**src/rtl/nios_cpu_div_cell_if.sv**
```systemverilog
// Request/response bundle between the M-stage and the iterative divide cell.
// The master drives operands and control; the slave returns status and results.
interface nios_cpu_div_cell_if #(
    parameter int WIDTH = 32
);
    logic [WIDTH-1:0] M_div_src1;
    logic [WIDTH-1:0] M_div_src2;
    logic             M_div_signed;
    logic             M_div_start;
    logic             M_div_abort;
    logic             M_div_busy;
    logic             M_div_done;
    logic [WIDTH-1:0] M_div_quotient;
    logic [WIDTH-1:0] M_div_remainder;

    modport master (
        output M_div_src1, M_div_src2, M_div_signed, M_div_start, M_div_abort,
        input  M_div_busy, M_div_done, M_div_quotient, M_div_remainder
    );

    modport slave (
        input  M_div_src1, M_div_src2, M_div_signed, M_div_start, M_div_abort,
        output M_div_busy, M_div_done, M_div_quotient, M_div_remainder
    );
endinterface

```
**src/rtl/nios_cpu_div_cell.sv**
```systemverilog
// Radix-2 restoring divider for DIV/DIVU: magnitudes are divided one bit per
// cycle, then signs are applied in a final fix-up cycle (C truncation semantics).
module nios_cpu_div_cell #(
    parameter int WIDTH = 32
) (
    input  logic               clk,
    input  logic               reset,
    nios_cpu_div_cell_if.slave div
);
    localparam int CW = $clog2(WIDTH + 1);
    localparam logic [CW-1:0] LAST = CW'(WIDTH - 1);

    typedef enum logic [1:0] {S_IDLE, S_ITER, S_FIX} state_t;

    state_t           state, state_nxt;
    logic             accept, step, fire;

    logic [CW-1:0]    cnt;
    logic [WIDTH-1:0] rem, quo, dvs, src1_raw;
    logic             neg_q, neg_r, dz;
    logic             busy, done;
    logic [WIDTH-1:0] quotient, remainder;

    logic [WIDTH-1:0] mag1, mag2;
    logic             sign1, sign2;
    logic [WIDTH:0]   partial, diff;

    assign sign1 = div.M_div_signed & div.M_div_src1[WIDTH-1];
    assign sign2 = div.M_div_signed & div.M_div_src2[WIDTH-1];
    // The most negative value negates to itself, which is its correct unsigned magnitude.
    assign mag1  = sign1 ? -div.M_div_src1 : div.M_div_src1;
    assign mag2  = sign2 ? -div.M_div_src2 : div.M_div_src2;

    // Remainder is always below the divisor, so the shifted partial fits WIDTH+1 bits.
    assign partial = {rem, quo[WIDTH-1]};
    assign diff    = partial - {1'b0, dvs};

    always_ff @(posedge clk or posedge reset) begin
        if (reset) state <= S_IDLE;
        else       state <= state_nxt;
    end

    always_comb begin
        state_nxt = state;
        accept    = 1'b0;
        step      = 1'b0;
        fire      = 1'b0;
        unique case (state)
            S_IDLE: begin
                // A start coinciding with the done pulse is dropped, not queued.
                if (div.M_div_start && !div.M_div_abort && !done) begin
                    accept    = 1'b1;
                    state_nxt = S_ITER;
                end
            end
            S_ITER: begin
                if (div.M_div_abort) begin
                    state_nxt = S_IDLE;
                end else begin
                    step = 1'b1;
                    if (cnt == LAST) state_nxt = S_FIX;
                end
            end
            S_FIX: begin
                state_nxt = S_IDLE;
                fire      = !div.M_div_abort;
            end
            default: state_nxt = S_IDLE;
        endcase
    end

    always_ff @(posedge clk or posedge reset) begin
        if (reset) begin
            cnt       <= '0;
            rem       <= '0;
            quo       <= '0;
            dvs       <= '0;
            src1_raw  <= '0;
            neg_q     <= 1'b0;
            neg_r     <= 1'b0;
            dz        <= 1'b0;
            busy      <= 1'b0;
            done      <= 1'b0;
            quotient  <= '0;
            remainder <= '0;
        end else begin
            busy <= (state_nxt != S_IDLE);
            done <= fire;
            if (accept) begin
                cnt      <= '0;
                rem      <= '0;
                quo      <= mag1;
                dvs      <= mag2;
                src1_raw <= div.M_div_src1;
                neg_q    <= sign1 ^ sign2;
                neg_r    <= sign1;
                dz       <= (div.M_div_src2 == '0);
            end else if (step) begin
                cnt <= cnt + CW'(1);
                rem <= diff[WIDTH] ? partial[WIDTH-1:0] : diff[WIDTH-1:0];
                quo <= {quo[WIDTH-2:0], ~diff[WIDTH]};
            end
            if (fire) begin
                quotient  <= dz ? '1       : (neg_q ? -quo : quo);
                remainder <= dz ? src1_raw : (neg_r ? -rem : rem);
            end
        end
    end

    assign div.M_div_busy      = busy;
    assign div.M_div_done      = done;
    assign div.M_div_quotient  = quotient;
    assign div.M_div_remainder = remainder;
endmodule
```
**src/flat_wrapper.sv**
```systemverilog
// flat-port wrapper written by rule: the top's interface ports become plain ports
module nios_cpu_div_cell_flat 
#(
    parameter int WIDTH = 32
)
  (clk, reset, div_M_div_src1, div_M_div_src2, div_M_div_signed, div_M_div_start, div_M_div_abort, div_M_div_busy, div_M_div_done, div_M_div_quotient, div_M_div_remainder);
  nios_cpu_div_cell_if #(.WIDTH(WIDTH)) div_i ();
  input  logic clk;
  input  logic reset;
  input wire logic [$bits(div_i.M_div_src1)-1:0] div_M_div_src1;
  input wire logic [$bits(div_i.M_div_src2)-1:0] div_M_div_src2;
  input wire logic [$bits(div_i.M_div_signed)-1:0] div_M_div_signed;
  input wire logic [$bits(div_i.M_div_start)-1:0] div_M_div_start;
  input wire logic [$bits(div_i.M_div_abort)-1:0] div_M_div_abort;
  output wire logic [$bits(div_i.M_div_busy)-1:0] div_M_div_busy;
  output wire logic [$bits(div_i.M_div_done)-1:0] div_M_div_done;
  output wire logic [$bits(div_i.M_div_quotient)-1:0] div_M_div_quotient;
  output wire logic [$bits(div_i.M_div_remainder)-1:0] div_M_div_remainder;
  assign div_i.M_div_src1 = div_M_div_src1;
  assign div_i.M_div_src2 = div_M_div_src2;
  assign div_i.M_div_signed = div_M_div_signed;
  assign div_i.M_div_start = div_M_div_start;
  assign div_i.M_div_abort = div_M_div_abort;
  assign div_M_div_busy = div_i.M_div_busy;
  assign div_M_div_done = div_i.M_div_done;
  assign div_M_div_quotient = div_i.M_div_quotient;
  assign div_M_div_remainder = div_i.M_div_remainder;
  nios_cpu_div_cell #(.WIDTH(WIDTH)) u_core (.clk(clk), .reset(reset), .div(div_i));
endmodule
```
**config.mk**
```make
export PLATFORM = sky130hd
export DESIGN_NAME = nios_cpu_div_cell_flat
export DESIGN_NICKNAME = d
export VERILOG_FILES = /design/src/rtl/nios_cpu_div_cell_if.sv /design/src/rtl/nios_cpu_div_cell.sv /design/src/flat_wrapper.sv
export SDC_FILE = /design/constraint.sdc
export NUM_CORES = 1
export LEC_CHECK = 0
export ABC_AREA = 1
export BUFFER_PORTS_ARGS = -buffer_cell sky130_fd_sc_hd__buf_2
export CAP_MARGIN = 5
export CORE_MARGIN = 2
export CORE_UTILIZATION = 58
export DETAILED_ROUTE_END_ITERATION = 12
export PLACE_DENSITY_LB_ADDON = 0.3
export RECOVER_POWER = 50
export SYNTH_ARGS = -nofsm -noshare
export SYNTH_HDL_FRONTEND = slang
export SYNTH_SLANG_ARGS = --single-unit
```
**constraint.sdc**
```tcl
create_clock -name clk -period 16 [get_ports clk]
set_input_delay 2.4 -clock clk [delete_from_list [all_inputs] [get_ports clk]]
set_output_delay 2.4 -clock clk [all_outputs]
set_load 0.005 [all_outputs]
```
==> flow_results.xml, run 1 <==
<?xml version="1.0" encoding="UTF-8"?>
<metrics>
  <group name="outcome">
    <metric name="outcome" unit="">finished, violations left</metric>
    <metric name="violated_checks" unit="">max-capacitance violations, max-slew violations</metric>
  </group>
  <group name="yosys">
    <metric name="synth_flop_cell" unit="">sky130_fd_sc_hd__dfrtp_1</metric>
    <metric name="synth.yosys.warnings" unit="">0</metric>
    <metric name="synth_fp_nets" unit="">2342</metric>
    <metric name="synth.distinct_cells" unit="">50</metric>
    <metric name="synth_edf_count" unit="">0</metric>
    <metric name="ys_seq_elements" unit="">205</metric>
    <metric name="synth_seq_area_share" unit="%">35.1</metric>
    <metric name="avgSynthCellArea" unit="µm²">6.53</metric>
    <metric name="syn-cell-area" unit="µm²">14600</metric>
    <metric name="synth-async-reset-ratio" unit="%">100</metric>
    <metric name="synth_cells" unit="">2235</metric>
  </group>
  <group name="sta">
    <metric name="clock.fmax" unit="GHz">0.132</metric>
    <metric name="finalSetupTns" unit="ns">0</metric>
    <metric name="hold_viol_final" unit="">0</metric>
    <metric name="period_needed" unit="ns">7.56</metric>
    <metric name="worst_skew" unit="ns">0.0350</metric>
    <metric name="setup_repair_after_global_routing_missed_its_margin" unit="">false</metric>
    <metric name="final-max-slew-violation-count" unit="">264</metric>
    <metric name="timing.final.setup_violations" unit="">0</metric>
    <metric name="tightestPinTransition" unit="ns">5.71</metric>
    <metric name="timing.slew.headroom" unit="%">-281</metric>
    <metric name="final_min_period_over_clock_period" unit="%">47.3</metric>
  </group>
  <group name="global_routing">
    <metric name="first_global_vias" unit="">14100</metric>
    <metric name="globalRoute.totalOverflow" unit="">0</metric>
    <metric name="grt_start_max_net_pins" unit="">131</metric>
    <metric name="first_pass_grt_wire_length" unit="µm">75700</metric>
    <metric name="grt.total_usage" unit="%">36.3</metric>
    <metric name="number_of_antenna_violations_at_the_first_check_in_global_routing" unit="">0</metric>
  </group>
  <group name="clock_tree">
    <metric name="tritoncts.num_buffers" unit="">22</metric>
    <metric name="clock_path_buffers" unit="">3</metric>
    <metric name="cts_tree" unit="">yes</metric>
    <metric name="cts.repair_timing.setup_buffer_count" unit="">0</metric>
    <metric name="root_buffer" unit="">sky130_fd_sc_hd__clkbuf_16</metric>
    <metric name="cts_resized" unit="">0</metric>
    <metric name="insertion_delay" unit="ns">0.53</metric>
    <metric name="cts_htree_levels" unit="">1</metric>
    <metric name="cts_clock_pin_slew_for_the_worst_setup_and_hold_paths" unit="ns">0.06</metric>
    <metric name="cts_hold_buf" unit="">0</metric>
    <metric name="clock_sinks" unit="">205</metric>
  </group>
  <group name="floorplan">
    <metric name="die_y" unit="µm">163</metric>
    <metric name="core_area" unit="µm²">25000</metric>
    <metric name="number_of_placement_rows" unit="">58</metric>
    <metric name="starting_density_of_the_core" unit="%">58.5</metric>
    <metric name="die_width" unit="µm">163</metric>
    <metric name="design.die.area" unit="µm²">26500</metric>
    <metric name="top_level_i_o_count" unit="">135</metric>
  </group>
  <group name="placement">
    <metric name="post_dp_cell_area" unit="µm²">15400</metric>
    <metric name="dp_hpwl" unit="µm">37100</metric>
    <metric name="placed_cells" unit="">2634</metric>
    <metric name="routability_congestion" unit="">0.966</metric>
    <metric name="io_buffers" unit="">134</metric>
  </group>
  <group name="finish">
    <metric name="combined_flip_flop_and_latch_cell_area" unit="µm²">5130</metric>
    <metric name="area_of_the_multi_input_gates" unit="µm²">7850</metric>
    <metric name="final_cell_area" unit="µm²">16100</metric>
    <metric name="final_layout_size_suffix_gt1_share" unit="%">8.40</metric>
    <metric name="fillCellCount" unit="">2423</metric>
    <metric name="layout-area-overhead-vs-synth" unit="%">10.6</metric>
    <metric name="diodes" unit="">0</metric>
    <metric name="finalNonFillerCells" unit="">2674</metric>
    <metric name="finalNetCount" unit="">2435</metric>
  </group>
  <group name="critical_path">
    <metric name="worst_ep_required_time" unit="ns">16.43</metric>
    <metric name="worst-r2r-cell-count" unit="">12</metric>
    <metric name="critPathLaunchType" unit="">input port</metric>
    <metric name="worst-path-max-fanout" unit="">84</metric>
    <metric name="critical_path_class" unit="">input port to flop</metric>
    <metric name="end_kind" unit="">flop</metric>
    <metric name="worst_endpoint_data_arrival_time" unit="ns">7.99</metric>
  </group>
  <group name="drt">
    <metric name="via_count" unit="">15300</metric>
    <metric name="route.detailed.drc" unit="">0</metric>
    <metric name="detail_route.wl_per_cell" unit="µm">18.0</metric>
    <metric name="firstDrtPassIters" unit="">6</metric>
    <metric name="vias_per_cell" unit="">5.71</metric>
    <metric name="number_of_drc_violations_after_detailed_routing_iteration_0" unit="">1732</metric>
    <metric name="drt_wl_total" unit="µm">48000</metric>
    <metric name="final_antenna_net_count" unit="">0</metric>
  </group>
  <group name="pwr">
    <metric name="vdd_drop_max" unit="mV">0.0728</metric>
    <metric name="power.leakage" unit="nW">9.05</metric>
    <metric name="post-layout-total-power" unit="mW">1.85</metric>
    <metric name="power-per-cell-area" unit="nW/µm²">115</metric>
  </group>
  <group name="min_path">
    <metric name="hold_path_depth" unit="">2</metric>
    <metric name="worst_hold_path_type" unit="">flop to flop</metric>
  </group>
  <group name="job">
    <metric name="maxCapViolations" unit="">3</metric>
  </group>
</metrics>
worst paths after layout:
path | end | start | slack [ns]
setup / recovery | u_core.quo[28] | div_M_div_abort | 8.44
hold / removal | u_core.div.M_div_remainder[26] | u_core.div.M_div_remainder[26] | 0.48
setup reg to reg | u_core.quo[28] | u_core.state[1] | 10.04
hold reg to reg | u_core.div.M_div_remainder[26] | u_core.div.M_div_remainder[26] | 0.48
max in group asynchronous | u_core.dvs[10] | reset | 9.65
min in group asynchronous | u_core.div.M_div_quotient[28] | reset | 3.58
cell usage after synthesis (2+ instances only):
cell type,count,share of area [%]
sky130_fd_sc_hd__o21ai_0,148,5.1
sky130_fd_sc_hd__a21boi_0,3,0.15
sky130_fd_sc_hd__o221ai_1,7,0.42
sky130_fd_sc_hd__xor2_1,39,2.3
sky130_fd_sc_hd__xnor2_1,10,0.60
sky130_fd_sc_hd__nor2_1,179,4.6
sky130_fd_sc_hd__o22ai_1,23,0.99
sky130_fd_sc_hd__buf_4,3,0.15
sky130_fd_sc_hd__nand2_1,695,18
sky130_fd_sc_hd__a22o_1,3,0.18
sky130_fd_sc_hd__dfrtp_1,205,35
sky130_fd_sc_hd__inv_2,14,0.36
sky130_fd_sc_hd__nor4_1,7,0.30
sky130_fd_sc_hd__buf_6,3,0.23
sky130_fd_sc_hd__nand4_1,24,1.0
sky130_fd_sc_hd__nor2_2,4,0.17
sky130_fd_sc_hd__nand2_4,4,0.31
sky130_fd_sc_hd__inv_1,329,8.5
sky130_fd_sc_hd__o21bai_1,6,0.31
sky130_fd_sc_hd__o211ai_1,23,1.2
sky130_fd_sc_hd__buf_2,22,0.75
sky130_fd_sc_hd__o21ai_1,3,0.10
sky130_fd_sc_hd__buf_1,2,0.051
sky130_fd_sc_hd__nand3b_1,14,0.72
sky130_fd_sc_hd__or2_2,7,0.30
sky130_fd_sc_hd__ha_1,37,3.2
sky130_fd_sc_hd__clkbuf_1,46,1.2
sky130_fd_sc_hd__a31oi_1,16,0.69
sky130_fd_sc_hd__and2_1,3,0.13
sky130_fd_sc_hd__nor3_1,21,0.72
sky130_fd_sc_hd__nand3_1,221,7.6
sky130_fd_sc_hd__a21oi_1,84,2.9
sky130_fd_sc_hd__nand2_2,9,0.39
sky130_fd_sc_hd__nor3_2,4,0.27
sky130_fd_sc_hd__nor3b_1,2,0.10
registers in the layout (all words and copies together) (netlist names):
register                    flops
u_core.div.M_div_quotient      32
u_core.rem                     32
u_core.src1_raw                32
u_core.state                    2
u_core.quo                     32
u_core.cnt                      6
u_core.neg_r                    1
u_core.neg_q                    1
u_core.div.M_div_done           1
u_core.div.M_div_remainder     32
u_core.dvs                     32
u_core.dz                       1
u_core.div.M_div_busy           1
power breakdown:
group	switching (mW)	internal (mW)	leakage, nW
registers	0.0732	0.586	2.70
logic	0.453	0.207	5.98
clock network	0.221	0.313	0.360
stage by stage:
stage          setup WS [ns]  hold WS (ns)  util, %
6_report                8.44         0.476     64.6
5_1_grt                 7.89         0.509     64.6
4_1_cts                10.51         0.479     64.9
3_5_place_dp            9.99         0.463     61.9
3_3_place_gp           10.09         0.450     61.9
2_1_floorplan           8.00         0.423        -
cells by family after synthesis:
| logic type | synth area share (%) |
|---|---|
| xor gates and xnor gates | 2.94 |
| buffers and inverters | 11.2 |
| and+or+nand+nor | 34.9 |
| adders and majority gates | 3.31 |
| DFF | 35.1 |
| AOI/OAI and AO/OA | 12.5 |
layer usage:
| metal | global-route usage [%] | vias to the layer above | wire length, µm |
|---|---|---|---|
| met3 | 5.14 | 122 | 4110 |
| met1 | 49.4 | 7069 | 20000 |
| met2 | 59.4 | 724 | 21900 |
| met4 | 13.4 | 0 | 2080 |
| li1 | - | 7351 | - |
| met5 | 0 | - | 0 |
worst max-delay path: stages:
cell,delay (ns)
sky130_fd_sc_hd__clkbuf_1,0.15
sky130_fd_sc_hd__nor2_1,0.09
sky130_fd_sc_hd__nand4_2,0.07
sky130_fd_sc_hd__clkbuf_1,1.99
sky130_fd_sc_hd__clkinv_2,1.11
sky130_fd_sc_hd__buf_4,0.66
sky130_fd_sc_hd__nand3_1,0.57
sky130_fd_sc_hd__inv_2,0.31
sky130_fd_sc_hd__o21ai_0,0.20
sky130_fd_sc_hd__nand2_1,0.10
sky130_fd_sc_hd__a21oi_1,0.12
sky130_fd_sc_hd__o21ai_0,0.10
sky130_fd_sc_hd__nand2_1,0.06
area by class of cell:
type | instances | area share [%]
repair buffers | 145 | 4.37
flip-flops and latches | 205 | 31.8
clock buffers | 28 | 3.68
inverters | 344 | 8.02
multi-input cells | 1610 | 48.6
well taps | 330 | 2.56
clock inverters | 12 | 0.977
layout by cell type (no fill, tap or decap), types with 4 or more instances in the layout:
cell and count:
sky130_fd_sc_hd__buf_2 101, sky130_fd_sc_hd__nand4_1 24, sky130_fd_sc_hd__nand2_2 10, sky130_fd_sc_hd__o221ai_1 7, sky130_fd_sc_hd__nor2_1 178, sky130_fd_sc_hd__dfrtp_1 205, sky130_fd_sc_hd__o21bai_1 6, sky130_fd_sc_hd__a21oi_1 84
sky130_fd_sc_hd__ha_1 37, sky130_fd_sc_hd__or2_2 7, sky130_fd_sc_hd__buf_4 9, sky130_fd_sc_hd__clkbuf_1 39, sky130_fd_sc_hd__clkbuf_16 22, sky130_fd_sc_hd__clkinv_2 5, sky130_fd_sc_hd__nand2_1 694, sky130_fd_sc_hd__inv_1 328
sky130_fd_sc_hd__inv_2 13, sky130_fd_sc_hd__nand3b_1 14, sky130_fd_sc_hd__xor2_1 39, sky130_fd_sc_hd__nand2_4 4, sky130_fd_sc_hd__a31oi_1 16, sky130_fd_sc_hd__nor4_1 7, sky130_fd_sc_hd__nor2_2 4, sky130_fd_sc_hd__nor3_1 21
sky130_fd_sc_hd__o211ai_1 23, sky130_fd_sc_hd__nand3_1 221, sky130_fd_sc_hd__xnor2_1 10, sky130_fd_sc_hd__o22ai_1 23, sky130_fd_sc_hd__o21ai_0 148
No activity file was read; power rests on OpenSTA's default activity.
==> inputs of run 2 (changes only) <==
--- a/config.mk
+++ b/config.mk
@@ -9,7 +9,7 @@
 export BUFFER_PORTS_ARGS = -buffer_cell sky130_fd_sc_hd__buf_2
 export CAP_MARGIN = 5
 export CORE_MARGIN = 2
-export CORE_UTILIZATION = 58
+export CORE_UTILIZATION = 55
 export DETAILED_ROUTE_END_ITERATION = 12
 export PLACE_DENSITY_LB_ADDON = 0.3
 export RECOVER_POWER = 50
==> constraint.sdc (replaced) <==
create_clock -name clk -period 6.9 [get_ports clk]
set_input_delay 1.035 -clock clk [delete_from_list [all_inputs] [get_ports clk]]
set_output_delay 1.035 -clock clk [all_outputs]
set_load 0.005 [all_outputs]
==> run 2 against run 1 <==
Compared with the run above: the flow still finishes with violations (max-capacitance violations, max-slew violations); sequential share of layout area down 0.079 points; global-route usage fell by 3.0 points; power rose by 130%; worst hold slack got worse by 0.018 ns; core utilization fell by 2.6 points; sequential power is 130% higher; clock-buffer cell count rose by 7; non-clock buffer count up 1; critical endpoint is now u_core.div.M_div_quotient[13]; largest power group is now combinational cells.
==> flow_results.xml, run 2 (synthesis gave the netlist of run 1 again) <==
<?xml version="1.0" encoding="UTF-8"?>
<metrics>
  <group name="drt">
    <metric name="route.detailed.drc" unit="">0</metric>
    <metric name="via_count" unit="">15200</metric>
    <metric name="number_of_drc_violations_after_detailed_routing_iteration_0" unit="">1810</metric>
    <metric name="detail_route.wl_per_cell" unit="µm">17.6</metric>
    <metric name="final_antenna_net_count" unit="">0</metric>
    <metric name="vias_per_cell" unit="">5.68</metric>
    <metric name="firstDrtPassIters" unit="">6</metric>
    <metric name="drt_wl_total" unit="µm">47100</metric>
  </group>
  <group name="critical_path">
    <metric name="critical_path_class" unit="">input port to flop</metric>
    <metric name="worst_ep_required_time" unit="ns">7.30</metric>
    <metric name="end_kind" unit="">flop</metric>
    <metric name="worst_endpoint_data_arrival_time" unit="ns">5.15</metric>
    <metric name="critPathLaunchType" unit="">input port</metric>
    <metric name="worst-path-max-fanout" unit="">60</metric>
  </group>
  <group name="pwr">
    <metric name="vdd_drop_max" unit="mV">0.216</metric>
    <metric name="power.leakage" unit="nW">9.10</metric>
    <metric name="post-layout-total-power" unit="mW">4.32</metric>
    <metric name="power-per-cell-area" unit="nW/µm²">267</metric>
  </group>
  <group name="clock_tree">
    <metric name="clock_sinks" unit="">205</metric>
    <metric name="insertion_delay" unit="ns">0.52</metric>
    <metric name="cts_hold_buf" unit="">0</metric>
    <metric name="root_buffer" unit="">sky130_fd_sc_hd__clkbuf_16</metric>
    <metric name="cts.repair_timing.setup_buffer_count" unit="">0</metric>
    <metric name="tritoncts.num_buffers" unit="">25</metric>
    <metric name="cts_resized" unit="">0</metric>
    <metric name="cts_tree" unit="">yes</metric>
    <metric name="cts_htree_levels" unit="">1</metric>
    <metric name="clock_path_buffers" unit="">3</metric>
    <metric name="cts_clock_pin_slew_for_the_worst_setup_and_hold_paths" unit="ns">0.05</metric>
  </group>
  <group name="floorplan">
    <metric name="number_of_placement_rows" unit="">59</metric>
    <metric name="die_y" unit="µm">167</metric>
    <metric name="top_level_i_o_count" unit="">135</metric>
    <metric name="starting_density_of_the_core" unit="%">56.0</metric>
    <metric name="die_width" unit="µm">167</metric>
    <metric name="core_area" unit="µm²">26100</metric>
    <metric name="design.die.area" unit="µm²">27900</metric>
  </group>
  <group name="global_routing">
    <metric name="grt.total_usage" unit="%">33.3</metric>
    <metric name="first_pass_grt_wire_length" unit="µm">74800</metric>
    <metric name="globalRoute.totalOverflow" unit="">0</metric>
    <metric name="grt_start_max_net_pins" unit="">127</metric>
    <metric name="number_of_antenna_violations_at_the_first_check_in_global_routing" unit="">0</metric>
    <metric name="first_global_vias" unit="">13900</metric>
  </group>
  <group name="placement">
    <metric name="dp_slack" unit="ns">2.81</metric>
    <metric name="routability_congestion" unit="">0.984</metric>
    <metric name="placed_cells" unit="">2640</metric>
    <metric name="io_buffers" unit="">134</metric>
    <metric name="dp_hpwl" unit="µm">36000</metric>
    <metric name="post_dp_cell_area" unit="µm²">15500</metric>
  </group>
  <group name="min_path">
    <metric name="worst_hold_path_type" unit="">flop to flop</metric>
  </group>
  <group name="sta">
    <metric name="hold_viol_final" unit="">0</metric>
    <metric name="finalSetupTns" unit="ns">0</metric>
    <metric name="clock.fmax" unit="GHz">0.210</metric>
    <metric name="final_min_period_over_clock_period" unit="%">68.9</metric>
    <metric name="setup_repair_after_global_routing_missed_its_margin" unit="">false</metric>
    <metric name="worst_path_setup_slack_after_routing" unit="ns">2.15</metric>
    <metric name="worst_skew" unit="ns">0.0167</metric>
    <metric name="timing.slew.headroom" unit="%">-80.4</metric>
    <metric name="tightestPinTransition" unit="ns">2.71</metric>
    <metric name="timing.final.setup_violations" unit="">0</metric>
    <metric name="final-max-slew-violation-count" unit="">104</metric>
    <metric name="period_needed" unit="ns">4.75</metric>
  </group>
  <group name="finish">
    <metric name="area_of_the_multi_input_gates" unit="µm²">7850</metric>
    <metric name="layout-area-overhead-vs-synth" unit="%">10.8</metric>
    <metric name="finalNonFillerCells" unit="">2681</metric>
    <metric name="fillCellCount" unit="">2544</metric>
    <metric name="finalNetCount" unit="">2439</metric>
    <metric name="layout_common_cells" unit="">sky130_fd_sc_hd__nand2_1, sky130_fd_sc_hd__inv_1, sky130_fd_sc_hd__nand3_1</metric>
    <metric name="diodes" unit="">0</metric>
    <metric name="combined_flip_flop_and_latch_cell_area" unit="µm²">5130</metric>
    <metric name="final_cell_area" unit="µm²">16200</metric>
    <metric name="final_layout_size_suffix_gt1_share" unit="%">8.53</metric>
    <metric name="final_common_cell" unit="">sky130_fd_sc_hd__nand2_1</metric>
  </group>
  <group name="outcome">
    <metric name="outcome" unit="">finished, violations left</metric>
    <metric name="violated_checks" unit="">max-capacitance violations, max-slew violations</metric>
  </group>
  <group name="job">
    <metric name="maxCapViolations" unit="">2</metric>
  </group>
</metrics>
run 2: power breakdown:
group	total [mW]	internal [mW]	switching (mW)	leakage (nW)
logic	1.54	0.480	1.06	6.02
clock network	1.26	0.758	0.504	0.376
registers	1.52	1.36	0.157	2.70
run 2: final timing paths:
kind                                                      end  depth (start not counted)            start  slack (ns)
worst min-delay path                          u_core.state[1]                          1    u_core.cnt[5]        0.46
worst max register to register  u_core.div.M_div_quotient[13]                          6  u_core.state[1]        2.47
worst min register to register                u_core.state[1]                          1    u_core.cnt[5]        0.46
worst max-delay path            u_core.div.M_div_quotient[13]                          8  div_M_div_abort        2.15
max in group asynchronous                       u_core.quo[1]                          3            reset        4.66
min in group asynchronous       u_core.div.M_div_quotient[22]                          2            reset        0.72
run 2: layer usage:
layer / GRT usage (%) / wire length, µm
met3: 3.71 / 3790
met5: 0 / 0
met1: 48.2 / 20600
met4: 9.97 / 1480
met2: 52.7 / 21300
run 2: stage by stage:
stage,utilization [%],hold slack [ns]
after floorplan,-,0.423
after global placement,59.3,0.448
after detailed placement,59.3,0.454
after CTS,62.3,0.462
after global routing,62.1,0.477
final,62.1,0.458
run 2: critical path: stages:
cell and delay (ns):
sky130_fd_sc_hd__clkbuf_1 0.16, sky130_fd_sc_hd__nor2_1 0.10, sky130_fd_sc_hd__nand2_2 0.06, sky130_fd_sc_hd__clkbuf_1 1.90
sky130_fd_sc_hd__inv_1 0.64, sky130_fd_sc_hd__clkbuf_1 0.73, sky130_fd_sc_hd__o22ai_1 0.41, sky130_fd_sc_hd__inv_1 0.07
run 2: final cells by class:
class                      instances  share of cell area [%]
multi-input combinational       1610                    48.5
sequential                       205                    31.7
inverter                         344                    8.04
timing repair buffer             146                    4.42
clock buffer                      35                    4.22
tap                              335                    2.59
clock inverter                     6                   0.518
